### config.mk
export PLATFORM = sky130hd
export DESIGN_NAME = dmem_rd_ctrl
export DESIGN_NICKNAME = d
export VERILOG_FILES = /design/src/rtl/dmem_rd_ctrl.sv
export SDC_FILE = /design/constraint.sdc
export NUM_CORES = 1
export LEC_CHECK = 0
export ABC_AREA = 1
export ABC_CLOCK_PERIOD_IN_PS = 2100
export CORE_MARGIN = 2
export CORE_UTILIZATION = 25
export DETAILED_ROUTE_END_ITERATION = 10
export GPL_ROUTABILITY_DRIVEN = 0
export PLACE_DENSITY = 0.53
export SLEW_MARGIN = 30
export SYNTH_ARGS = -nofsm -noshare
export SYNTH_HDL_FRONTEND = slang
export SYNTH_SLANG_ARGS = --single-unit
export TNS_END_PERCENT = 100
### constraint.sdc
create_clock -name clk -period 2.1 [get_ports clk]
set_clock_uncertainty 0.1 [all_clocks]
set_input_delay 0.21 -clock clk [delete_from_list [all_inputs] [get_ports clk]]
set_output_delay 0.21 -clock clk [all_outputs]
set_load 0.01 [all_outputs]
### src/rtl/dmem_rd_ctrl.sv
`default_nettype none
// ============================================================================
//  Module      : dmem_rd_ctrl
//  Description : Read-side controller for the data memory. It accepts one CPU
//                load at a time and checks the request's region, alignment
//                and size. A legal load issues a one-cycle read strobe to the
//                synchronous RAM, waits MEM_LAT cycles and then returns the
//                byte, halfword or word, zero- or sign-extended, together
//                with a one-cycle valid strobe. An illegal load is answered
//                in the next cycle with rd_err_o=1 and no RAM access.
//  Option      : DMEM_RD_HOLD_EN - adds a one-word last-read buffer. A
//                repeated load of the same word is served from the buffer
//                without a RAM access. Snooped store-path writes to that word
//                invalidate the buffer.
//  Ports       : clk, rst_n                  clock, async active-low reset
//                rd_req_i/rd_addr_i/rd_size_i/rd_sign_i  CPU load request
//                busy_o                     controller not idle (CPU stalls)
//                rd_valid_o/rd_data_o/rd_err_o   load response
//                mem_en_o/mem_addr_o/mem_rdata_i RAM read port
//                wr_en_i/wr_addr_i          snooped store-path write
//  Revision    : 1.0  initial release
// ============================================================================
module dmem_rd_ctrl #(
    parameter int         MEM_LAT = 1,     // 1..4
    parameter int         AW      = 10,
    parameter logic [3:0] REGION  = 4'h0
) (
    input  logic          clk,
    input  logic          rst_n,
    input  logic          rd_req_i,
    input  logic [31:0]   rd_addr_i,
    input  logic [1:0]    rd_size_i,
    input  logic          rd_sign_i,
    output logic          busy_o,
    output logic          rd_valid_o,
    output logic [31:0]   rd_data_o,
    output logic          rd_err_o,
    output logic          mem_en_o,
    output logic [AW-1:0] mem_addr_o,
    input  logic [31:0]   mem_rdata_i,
    input  logic          wr_en_i,
    input  logic [31:0]   wr_addr_i
);

    localparam logic [2:0] LAT = 3'(MEM_LAT);

    typedef enum logic [1:0] {
        IDLE = 2'd0,
        REQ  = 2'd1,
        WAIT = 2'd2,
        RESP = 2'd3
    } state_t;

    state_t        state_q;
    logic [2:0]    cnt_q;
    logic [1:0]    lo_q;
    logic [1:0]    size_q;
    logic          sign_q;
    logic          busy_q;
    logic          rd_valid_q;
    logic [31:0]   rd_data_q;
    logic          rd_err_q;
    logic          mem_en_q;
    logic [AW-1:0] mem_addr_q;

    logic          req_err_d;
    logic [31:0]   mem_data_d;

    // Pick the addressed lane out of a little-endian word and extend it.
    function automatic logic [31:0] f_extract(input logic [31:0] w,
                                              input logic [1:0]  lo,
                                              input logic [1:0]  sz,
                                              input logic        sg);
        logic [7:0]  b;
        logic [15:0] h;
        logic [31:0] r;
        b = w[{lo, 3'b000} +: 8];
        h = lo[1] ? w[31:16] : w[15:0];
        case (sz)
            2'b00:   r = {{24{sg & b[7]}}, b};
            2'b01:   r = {{16{sg & h[15]}}, h};
            default: r = w;
        endcase
        return r;
    endfunction

    assign req_err_d = (rd_addr_i[31:28] != REGION)
                     | (rd_size_i == 2'b11)
                     | ((rd_size_i == 2'b01) & rd_addr_i[0])
                     | ((rd_size_i == 2'b10) & (rd_addr_i[1:0] != 2'b00));

    assign mem_data_d = f_extract(mem_rdata_i, lo_q, size_q, sign_q);

`ifdef DMEM_RD_HOLD_EN
    logic [29:0] req_tag_q;
    logic [29:0] buf_tag_q;
    logic [31:0] buf_data_q;
    logic        buf_vld_q;
    logic        hit_d;

    // A store to the requested word in the request cycle forces a miss.
    assign hit_d = buf_vld_q && (buf_tag_q == rd_addr_i[31:2])
                && !(wr_en_i && (wr_addr_i[31:2] == rd_addr_i[31:2]));
`else
    logic unused_snoop;
    assign unused_snoop = &{1'b0, wr_en_i, wr_addr_i, rd_addr_i};
`endif

    always_ff @(posedge clk or negedge rst_n) begin
        if (!rst_n) begin
            state_q    <= IDLE;
            cnt_q      <= 3'd0;
            lo_q       <= 2'b00;
            size_q     <= 2'b00;
            sign_q     <= 1'b0;
            busy_q     <= 1'b0;
            rd_valid_q <= 1'b0;
            rd_data_q  <= 32'd0;
            rd_err_q   <= 1'b0;
            mem_en_q   <= 1'b0;
            mem_addr_q <= '0;
`ifdef DMEM_RD_HOLD_EN
            req_tag_q  <= 30'd0;
            buf_tag_q  <= 30'd0;
            buf_data_q <= 32'd0;
            buf_vld_q  <= 1'b0;
`endif
        end else begin
            mem_en_q   <= 1'b0;
            rd_valid_q <= 1'b0;
`ifdef DMEM_RD_HOLD_EN
            if (wr_en_i && (wr_addr_i[31:2] == buf_tag_q)) begin
                buf_vld_q <= 1'b0;
            end
`endif
            case (state_q)
                IDLE: begin
                    if (rd_req_i) begin
                        busy_q <= 1'b1;
                        if (req_err_d) begin
                            state_q    <= RESP;
                            rd_valid_q <= 1'b1;
                            rd_err_q   <= 1'b1;
                            rd_data_q  <= 32'd0;
`ifdef DMEM_RD_HOLD_EN
                        end else if (hit_d) begin
                            state_q    <= RESP;
                            rd_valid_q <= 1'b1;
                            rd_err_q   <= 1'b0;
                            rd_data_q  <= f_extract(buf_data_q, rd_addr_i[1:0],
                                                    rd_size_i, rd_sign_i);
`endif
                        end else begin
                            state_q    <= REQ;
                            mem_en_q   <= 1'b1;
                            mem_addr_q <= rd_addr_i[AW+1:2];
                            lo_q       <= rd_addr_i[1:0];
                            size_q     <= rd_size_i;
                            sign_q     <= rd_sign_i;
`ifdef DMEM_RD_HOLD_EN
                            req_tag_q  <= rd_addr_i[31:2];
`endif
                        end
                    end
                end
                REQ: begin
                    state_q <= WAIT;
                    cnt_q   <= 3'd1;
                end
                WAIT: begin
                    // Data is valid in the MEM_LAT-th cycle after the strobe.
                    if (cnt_q == LAT) begin
                        state_q    <= RESP;
                        rd_valid_q <= 1'b1;
                        rd_err_q   <= 1'b0;
                        rd_data_q  <= mem_data_d;
`ifdef DMEM_RD_HOLD_EN
                        // Fill wins over stale invalidation, but a matching
                        // write in the fill cycle leaves the entry invalid.
                        buf_tag_q  <= req_tag_q;
                        buf_data_q <= mem_rdata_i;
                        buf_vld_q  <= !(wr_en_i && (wr_addr_i[31:2] == req_tag_q));
`endif
                    end else begin
                        cnt_q <= cnt_q + 3'd1;
                    end
                end
                RESP: begin
                    state_q <= IDLE;
                    busy_q  <= 1'b0;
                end
                default: begin
                    state_q <= IDLE;
                    busy_q  <= 1'b0;
                end
            endcase
        end
    end

    assign busy_o     = busy_q;
    assign rd_valid_o = rd_valid_q;
    assign rd_data_o  = rd_data_q;
    assign rd_err_o   = rd_err_q;
    assign mem_en_o   = mem_en_q;
    assign mem_addr_o = mem_addr_q;

endmodule
`default_nettype wire

* Word-level counts from Yosys, hierarchy flattened
Index checks and enable logic that the tools add are counted.
** Cells by class
- Mux-type cells :: 25
- Equality and inequality tests :: 12
- Shift-type cells :: 1
- Reductions and logical operators :: 12
- Bitwise operators :: 8
- $add $sub $neg :: 1
** Operators with widths (number)
- 32-bit one-hot mux with 2 select lines :: 2
- 32-bit two-way mux :: 3
- 32-bit by 6-bit variable part select with 8-bit output :: 1
- 16-bit two-way mux :: 1
- 1-bit two-way mux :: 10
- 2-bit == test, second input constant :: 4
- 2-bit != test, second input constant :: 4
- 2-bit one-hot mux with 4 select lines :: 1
- 2-bit nonzero test :: 4
- 2-bit by 1-bit == test with 1-bit output, second input constant :: 3
- 2-bit two-way mux :: 3
- 1-bit one-hot mux with 2 select lines :: 3
- 3-bit one-hot mux with 2 select lines :: 1
- 2-bit AND reduction :: 3
- 1-bit AND :: 4
- 2-bit zero test :: 2
- 4-bit AND reduction :: 1
- 4-bit nonzero test :: 1
- 3-bit by 1-bit adder with 3-bit output, second input constant :: 1
- 3-bit by 1-bit == test with 1-bit output, second input constant :: 1
- 3-bit two-way mux :: 1
- 1-bit bitwise OR :: 3
- 3-bit AND reduction :: 1
- 1-bit NOT :: 1
** Word-level totals
- Word-level logic and storage cells :: 70
- Input port bits :: 103
- Output and inout bits :: 46
- Bits in registers :: 56

* Depth between registers and ports, before layout
Gate-level depths: netlist of run 1.
- Depth after elaboration :: 7
- Gate-level depth with buffers :: 11

* Least setup slack after synthesis of run 1
Ideal clock, no wire load.
- Path kind :: reg-to-reg
- From :: register state_q[0]
- To :: register rd_data_q[25] (netlist: rd_data_o[25])
- Path slack :: 0.454 ns
- Buffers on the path :: 1
- Arrival :: 1.430 ns
- Cell stages (with the launch flop) :: 11
- Setup time :: 0.116 ns
- Data required time :: 1.884 ns
- Path through :: dfrtp_1 inv_1 ha_1 nand2_1 nand2_1 nor2_4 nand3_4 buf_2 nor2_1 nand2_1 nand2_1
** On the way
- Longest elaborated chain between the ends :: 3
- Elaborated cells between the ends (all ways) :: 8
** Ends and longest elaborated chain
- start, declared :: RTL line 54 : state_t state_q;
- start signal, assigned :: RTL line 111 : state_q <= IDLE;
- start signal, assigned :: RTL line 141 : state_q <= RESP;
- start signal, assigned :: RTL line 154 : state_q <= REQ;
- 2-bit == test or 2-bit zero test (tied branches) :: RTL line 136 : case (state_q)
- 2-bit != test (no source line) or 2-bit nonzero test (tied branches)
- 4-bit AND reduction (no source line)
- end signal, assigned :: RTL line 176 : rd_data_q <= mem_data_d;
- end, declared :: RTL line 61 : logic [31:0] rd_data_q;
Parallel ways exist; a longest one is shown, timed or not.
A chain may end at the register's enable or synchronous reset.

* Worst setup path after layout of run 1
- From :: register state_q[0]
- To :: register rd_data_q[18] (netlist: rd_data_o[18])
The elaborated chain is that of the path after synthesis.

==> results.toml, run 1 <==
[worst_setup_path]
cpMaxStageDelayCell = "dfrtp_1"
critPathLaunch = "state_q[0]"
worstSetupPathType = "register to register"
cp_slowest_stage_delay_ns = 0.38
crit_chain = "inv_1 -> ha_1 -> nand2_1 -> nand2_1 -> nor2_4 -> nand2_2 -> buf_4 -> nand2_1 -> nand2_1"
crit_top_cell = "nand2_1"
startpoint_type = "register"
r2r_start = "state_q[0]"
crit_path_max_fanout = 20
worstPathArrival_ns = 1.96
worstPathRequired_ns = 2.19
critPathCaptureType = "register"

[routing]
wl_mm = 9.11
routedWlPerCell_um = 14.0
drt_iter0_drc = 182
antenna_left = 0
drc = 0
viasPerCell = 4.39
num_vias = 2861
drt_pass1_iterations = 4

[logic_synthesis]
synth_area_leaders = "dfrtp_1 (47%), nand2_1 (24%), nor2_1 (5.4%)"
synth_cells = 407
synth_area_per_cell_sq_um = 7.34
yosysTopAreaCell = "dfrtp_1"
syn_nets = 516
yosysSeqAreaShare_pct = 46.9
synth_area_sq_um = 2990
netlist.area_leader.share_pct = 46.9
ys_types = 28
ys_ff_latch = 56
ys_warn_count = 0

[die]
ioPinCount = 149
start_util_pct = 25.8
num_rows = 39
die_w_um = 113
die-area_sq_um = 12800
coreArea_sq_um = 11600
fp.dieH_um = 113

[timing]
rsz0062_at_grt = "no"
tns_ns = 0
holdWs_ns = 0.328
tightest_slew_ns = 0.568
fin_crit_sh_pct = 89.3
fin_crit_ns = 1.87
finalSetupViolations = 0
final_max_slew_viol_count = 0
slew_headroom_pct = 62.1
max_freq_ghz = 0.534
hold_viol = 0

[global_routing]
grt_pass1_vias = 2917
grt_usage_pct = 14.4
grt_pass1_wl_mm = 14.8
grt_max_degree = 57
antenna_found_initial = 0
grt.overflow.total = 0

[final_layout]
final_cell_mix = "nand2_1 (194), clkdlybuf4s50_1 (98), dfrtp_1 (56)"
drive_above_1_share_pct = 7.27
instances_no_fill = 652
fill_cells = 1181
final_cell_area_sq_um = 4320
diodes = 0
fin_nets = 617
area_delta_synth_final_pct = 44.7
layout_commonest_cell = "nand2_1"

[outcome]
outcome = "finished, final reports clean"

[clock_tree]
clock_path_buffers = 2
cts_buffers = 5
root_buffer = "clkbuf_16"
cts_tree = "built"
h-tree-depth = 2
cts.clk_slew.worst_paths_ns = 0.08
clkLatencyLatePin_ns = 0.29
cts.sinks = 56

[place]
post_dp_cell_area_sq_um = 4140
placed_cells = 642
hpwl_mm = 6.71
numPortBuffers = 99

[power_and_ir_drop]
max-vdd-ir-drop_uv = 421
p_per_area_nw_per_um2 = 1140
leakage_nw = 2.16

[min_path]
min_path_type = "primary input to async pin"

[flow_run]
maxCapViolations = 0
## cell usage after synthesis, drive strengths merged
master / number
nand2: 199
a21o: 1
o21a: 1
buf: 13
inv: 15
dfrtp: 56
xor2: 1
o22ai: 1
clkbuf: 5
ha: 6
o21ai: 30
o21bai: 1
nand3: 22
a21oi: 9
nor2: 46
clkinv: 1
## metal layers
layer	track usage, %	routed length (um)
met4	3.82	100
met2	23.4	4280
met3	2.25	368
met5	0	0
met1	20.1	4360
## final timing paths
kind	to	slack, ns	cells past startpoint
max	rd_data_o[18]	0.23	9
min	mem_addr_o[4]	0.33	3
max reg2reg	rd_data_o[18]	0.23	9
min reg2reg	rd_data_o[29]	0.39	2
max in group asynchronous	rd_data_o[29]	1.29	3
min in group clk	mem_addr_o[2]	0.34	3
## logic make-up after synthesis
group           synth area share [%]
flops                           46.9
compound gates                  7.50
buf+inv                         5.70
simple gates                    37.1
fa+ha+maj                       2.51
xor+xnor                       0.293
## where the power goes
part	leakage, nW	switching (mW)	internal, mW	total [mW]
sequential	0.729	0.197	1.39	1.59
combinational	1.36	1.45	1.03	2.47
clock	0.0767	0.429	0.461	0.890
## state kept, by name (all words and copies together) (netlist names)
register / flops
rd_data_o: 32
mem_addr_o: 10
cnt_q: 3
lo_q: 2
size_q: 2
state_q: 2
busy_o: 1
mem_en_o: 1
rd_err_o: 1
rd_valid_o: 1
sign_q: 1
## per-stage QoR
stage	power, mW	utilization, %	setup slack (ns)
after floorplan	3.10	-	0.454
after global placement	4.01	35.8	0.213
after detailed placement	4.06	35.8	0.182
after CTS	4.97	37.2	0.169
after global routing	5.39	37.4	0.0541
final	4.95	37.4	0.226
## worst max-delay path: cells and delay by family, from the launching register on
family                   cells  cell delay [ns]
buffers and inverters        2             0.30
adder cells (fa/ha/maj)      1             0.28
flip-flops                   1             0.38
AND/OR/NAND/NOR              6             0.69
## cell type report
class | count | area (sq um) | area share [%]
clock buffer | 5 | 125 | 2.89
multi-input combinational | 318 | 1430 | 33.2
tap | 143 | 179 | 4.14
inverter | 16 | 65.1 | 1.50
timing repair buffer | 111 | 1090 | 25.2
clock inverter | 3 | 28.8 | 0.666
sequential | 56 | 1400 | 32.4
## what timing repair did
item / CTS / global route
setup endpoints to repair: 0 / 1
endpoints found under the hold margin: 56 / 0
setup buffers: 0 / 0
gates resized for setup: 0 / 1
hold buffers: 1 / 0
Note: power is estimated with default switching activity, not from simulation.
==> run 2: changes to the inputs <==
--- a/config.mk
+++ b/config.mk
@@ -6,7 +6,7 @@
 export NUM_CORES = 1
 export LEC_CHECK = 0
 export ABC_AREA = 1
-export ABC_CLOCK_PERIOD_IN_PS = 2100
+export ABC_CLOCK_PERIOD_IN_PS = 2350
 export CORE_MARGIN = 2
 export CORE_UTILIZATION = 25
 export DETAILED_ROUTE_END_ITERATION = 10
==> constraint.sdc (replaced) <==
create_clock -name clk -period 2.35 [get_ports clk]
set_clock_uncertainty 0.1 [all_clocks]
set_input_delay 0.235 -clock clk [delete_from_list [all_inputs] [get_ports clk]]
set_output_delay 0.235 -clock clk [all_outputs]
set_load 0.005 [all_outputs]
==> run 2 against run 1 <==
Against the previous run:
- combinational power decreased by 17%
- sequential share of layout area increased by 0.24 points
- largest cell class unchanged
- total power decreased by 13%
==> results.toml, run 2 (synthesis results as in run 1) <==
[routing]
drt_iter0_drc = 211
wl_mm = 8.89
antenna_left = 0
drt_pass1_iterations = 5
num_vias = 2821
viasPerCell = 4.36
routedWlPerCell_um = 13.7
drc = 0

[global_routing]
grt_pass1_vias = 2785
antenna_found_initial = 0
grt.overflow.total = 0
grt_usage_pct = 14.0
grt_max_degree = 30
grt_pass1_wl_mm = 14.4

[die]
fp.dieH_um = 113
start_util_pct = 25.8
coreArea_sq_um = 11600
die_w_um = 113
die-area_sq_um = 12800
num_rows = 39
ioPinCount = 149

[final_layout]
drive_above_1_share_pct = 6.35
regArea_sq_um = 1400
final_cell_mix = "nand2_1 (194), clkdlybuf4s50_1 (98), dfrtp_1 (56)"
layout_commonest_cell = "nand2_1"
multi_input_area_sq_um = 1420
fin_nets = 614
diodes = 0
area_delta_synth_final_pct = 43.7
utilization_pct = 37.1
fill_cells = 1196
largest_reg_flops = 32

[worst_setup_path]
critPathTopFamily = "simple AND/OR/NAND/NOR gates"
crit_path_max_fanout = 25
worstPathRequired_ns = 2.48
critPathCaptureType = "register"
cp_slowest_stage_delay_ns = 0.37
worstSetupPathType = "register to register"
worstPathArrival_ns = 2.03
crit_chain = "inv_1 -> ha_1 -> nand2_1 -> nand2_1 -> nor2_4 -> nand3_4 -> nor2_1 -> nand2_1 -> nand2_1"
cpMaxStageDelayCell = "dfrtp_1"
crit_top_cell = "nand2_1"
startpoint_type = "register"
worstPathBufferInverterCount = 1

[clock_tree]
h-tree-depth = 2
cts_tree = "built"
post_cts_resized = 0
cts.clk_slew.worst_paths_ns = 0.07
cts.sinks = 56
clock_path_buffers = 2
root_buffer = "clkbuf_16"
clkLatencyLatePin_ns = 0.29
cts_buffers = 5

[place]
numPortBuffers = 99
hpwl_mm = 6.79
pre_cts_slack_ns = 0.335

[timing]
slew_headroom_pct = 56.0
fin_crit_ns = 1.90
tns_ns = 0
holdWs_ns = 0.381
fin_ws_ns = 0.449
max_freq_ghz = 0.526
fin_crit_sh_pct = 80.9
rsz0062_at_grt = "no"
final_max_slew_viol_count = 0
finalSetupViolations = 0
tightest_slew_ns = 0.661
hold_viol = 0

[outcome]
outcome = "finished, final reports clean"

[power_and_ir_drop]
max-vdd-ir-drop_uv = 435
power_mw = 4.31
switching_share_pct = 39.1
seqPwrFrac_pct = 33.5
p_int_mw = 2.63
p_clk_share_pct = 19.2
leakage_nw = 2.15
p_switching_mw = 1.69
p_per_area_nw_per_um2 = 1000
combPwrFrac_pct = 47.3

[flow_run]
maxCapViolations = 0

[min_path]
min_path_type = "register to register"
-- run 2: cell count changes in the layout (fill, tap and decap cells not counted) --
cell | before | now
bufinv_16 | 0 | 1
inv_6 | 2 | 0
nand3_4 | 3 | 2
inv_8 | 1 | 0
buf_4 | 10 | 8
-- run 2: path summary, 6_finish.rpt --
check / from / end / slack (ns) / cells after the start
worst max-delay path: state_q[0] / rd_data_o[20] / 0.45 / 9
worst min-delay path: rd_data_o[26] / rd_data_o[26] / 0.38 / 2
worst max register to register: state_q[0] / rd_data_o[20] / 0.45 / 9
worst min register to register: rd_data_o[26] / rd_data_o[26] / 0.38 / 2
max in group asynchronous: rst_n / rd_data_o[7] / 1.15 / 3
min in group asynchronous: rst_n / mem_addr_o[4] / 0.40 / 2
-- run 2: layout make-up --
class                      instances  share of cell area [%]
clock buffer                       5                    2.91
clock inverter                     1                   0.700
inverter                          16                    1.52
multi-input combinational        317                    33.0
sequential                        56                    32.6
tap                              143                    4.17
timing repair buffer             109                    25.1
-- run 2: per-layer routing --
layer  up-vias  GRT usage (%)  share of wire [%]
met3         9           2.36                4.6
met4         0           3.82                1.6
met5         -              0                  0
met1      1278           19.7                 47
li1       1466              -                  -
met2        68           22.3                 47
-- run 2: tightest hold or removal path: stages, from the launching register on --
cell	delay [ns]
dfrtp_1	0.34
nand2_1	0.05
nand2_1	0.05
-- run 2: power groups by stage --
stage	sequential, mW	clock (mW)	combinational (mW)
3_3_place_gp	1.46	0	2.05
2_1_floorplan	1.41	0	1.28
4_1_cts	1.45	0.855	2.08
5_1_grt	1.49	0.879	2.33
6_report	1.44	0.829	2.04
3_5_place_dp	1.46	0	2.07
-- run 2: stage by stage --
stage | cell area [sq um] | instances
5_1_grt | 4290 | 647
3_5_place_dp | 4130 | 640
4_1_cts | 4290 | 647
3_3_place_gp | 4130 | 640
6_report | 4290 | 647
2_1_floorplan | 2990 | 407
-- run 2: repair_timing --
| action | CTS | global route |
|---|---|---|
| hold buffers | 1 | 0 |
| setup endpoints to repair | 0 | 0 |
| buffers inserted | 0 | 0 |
| hold endpoints to repair | 27 | 0 |
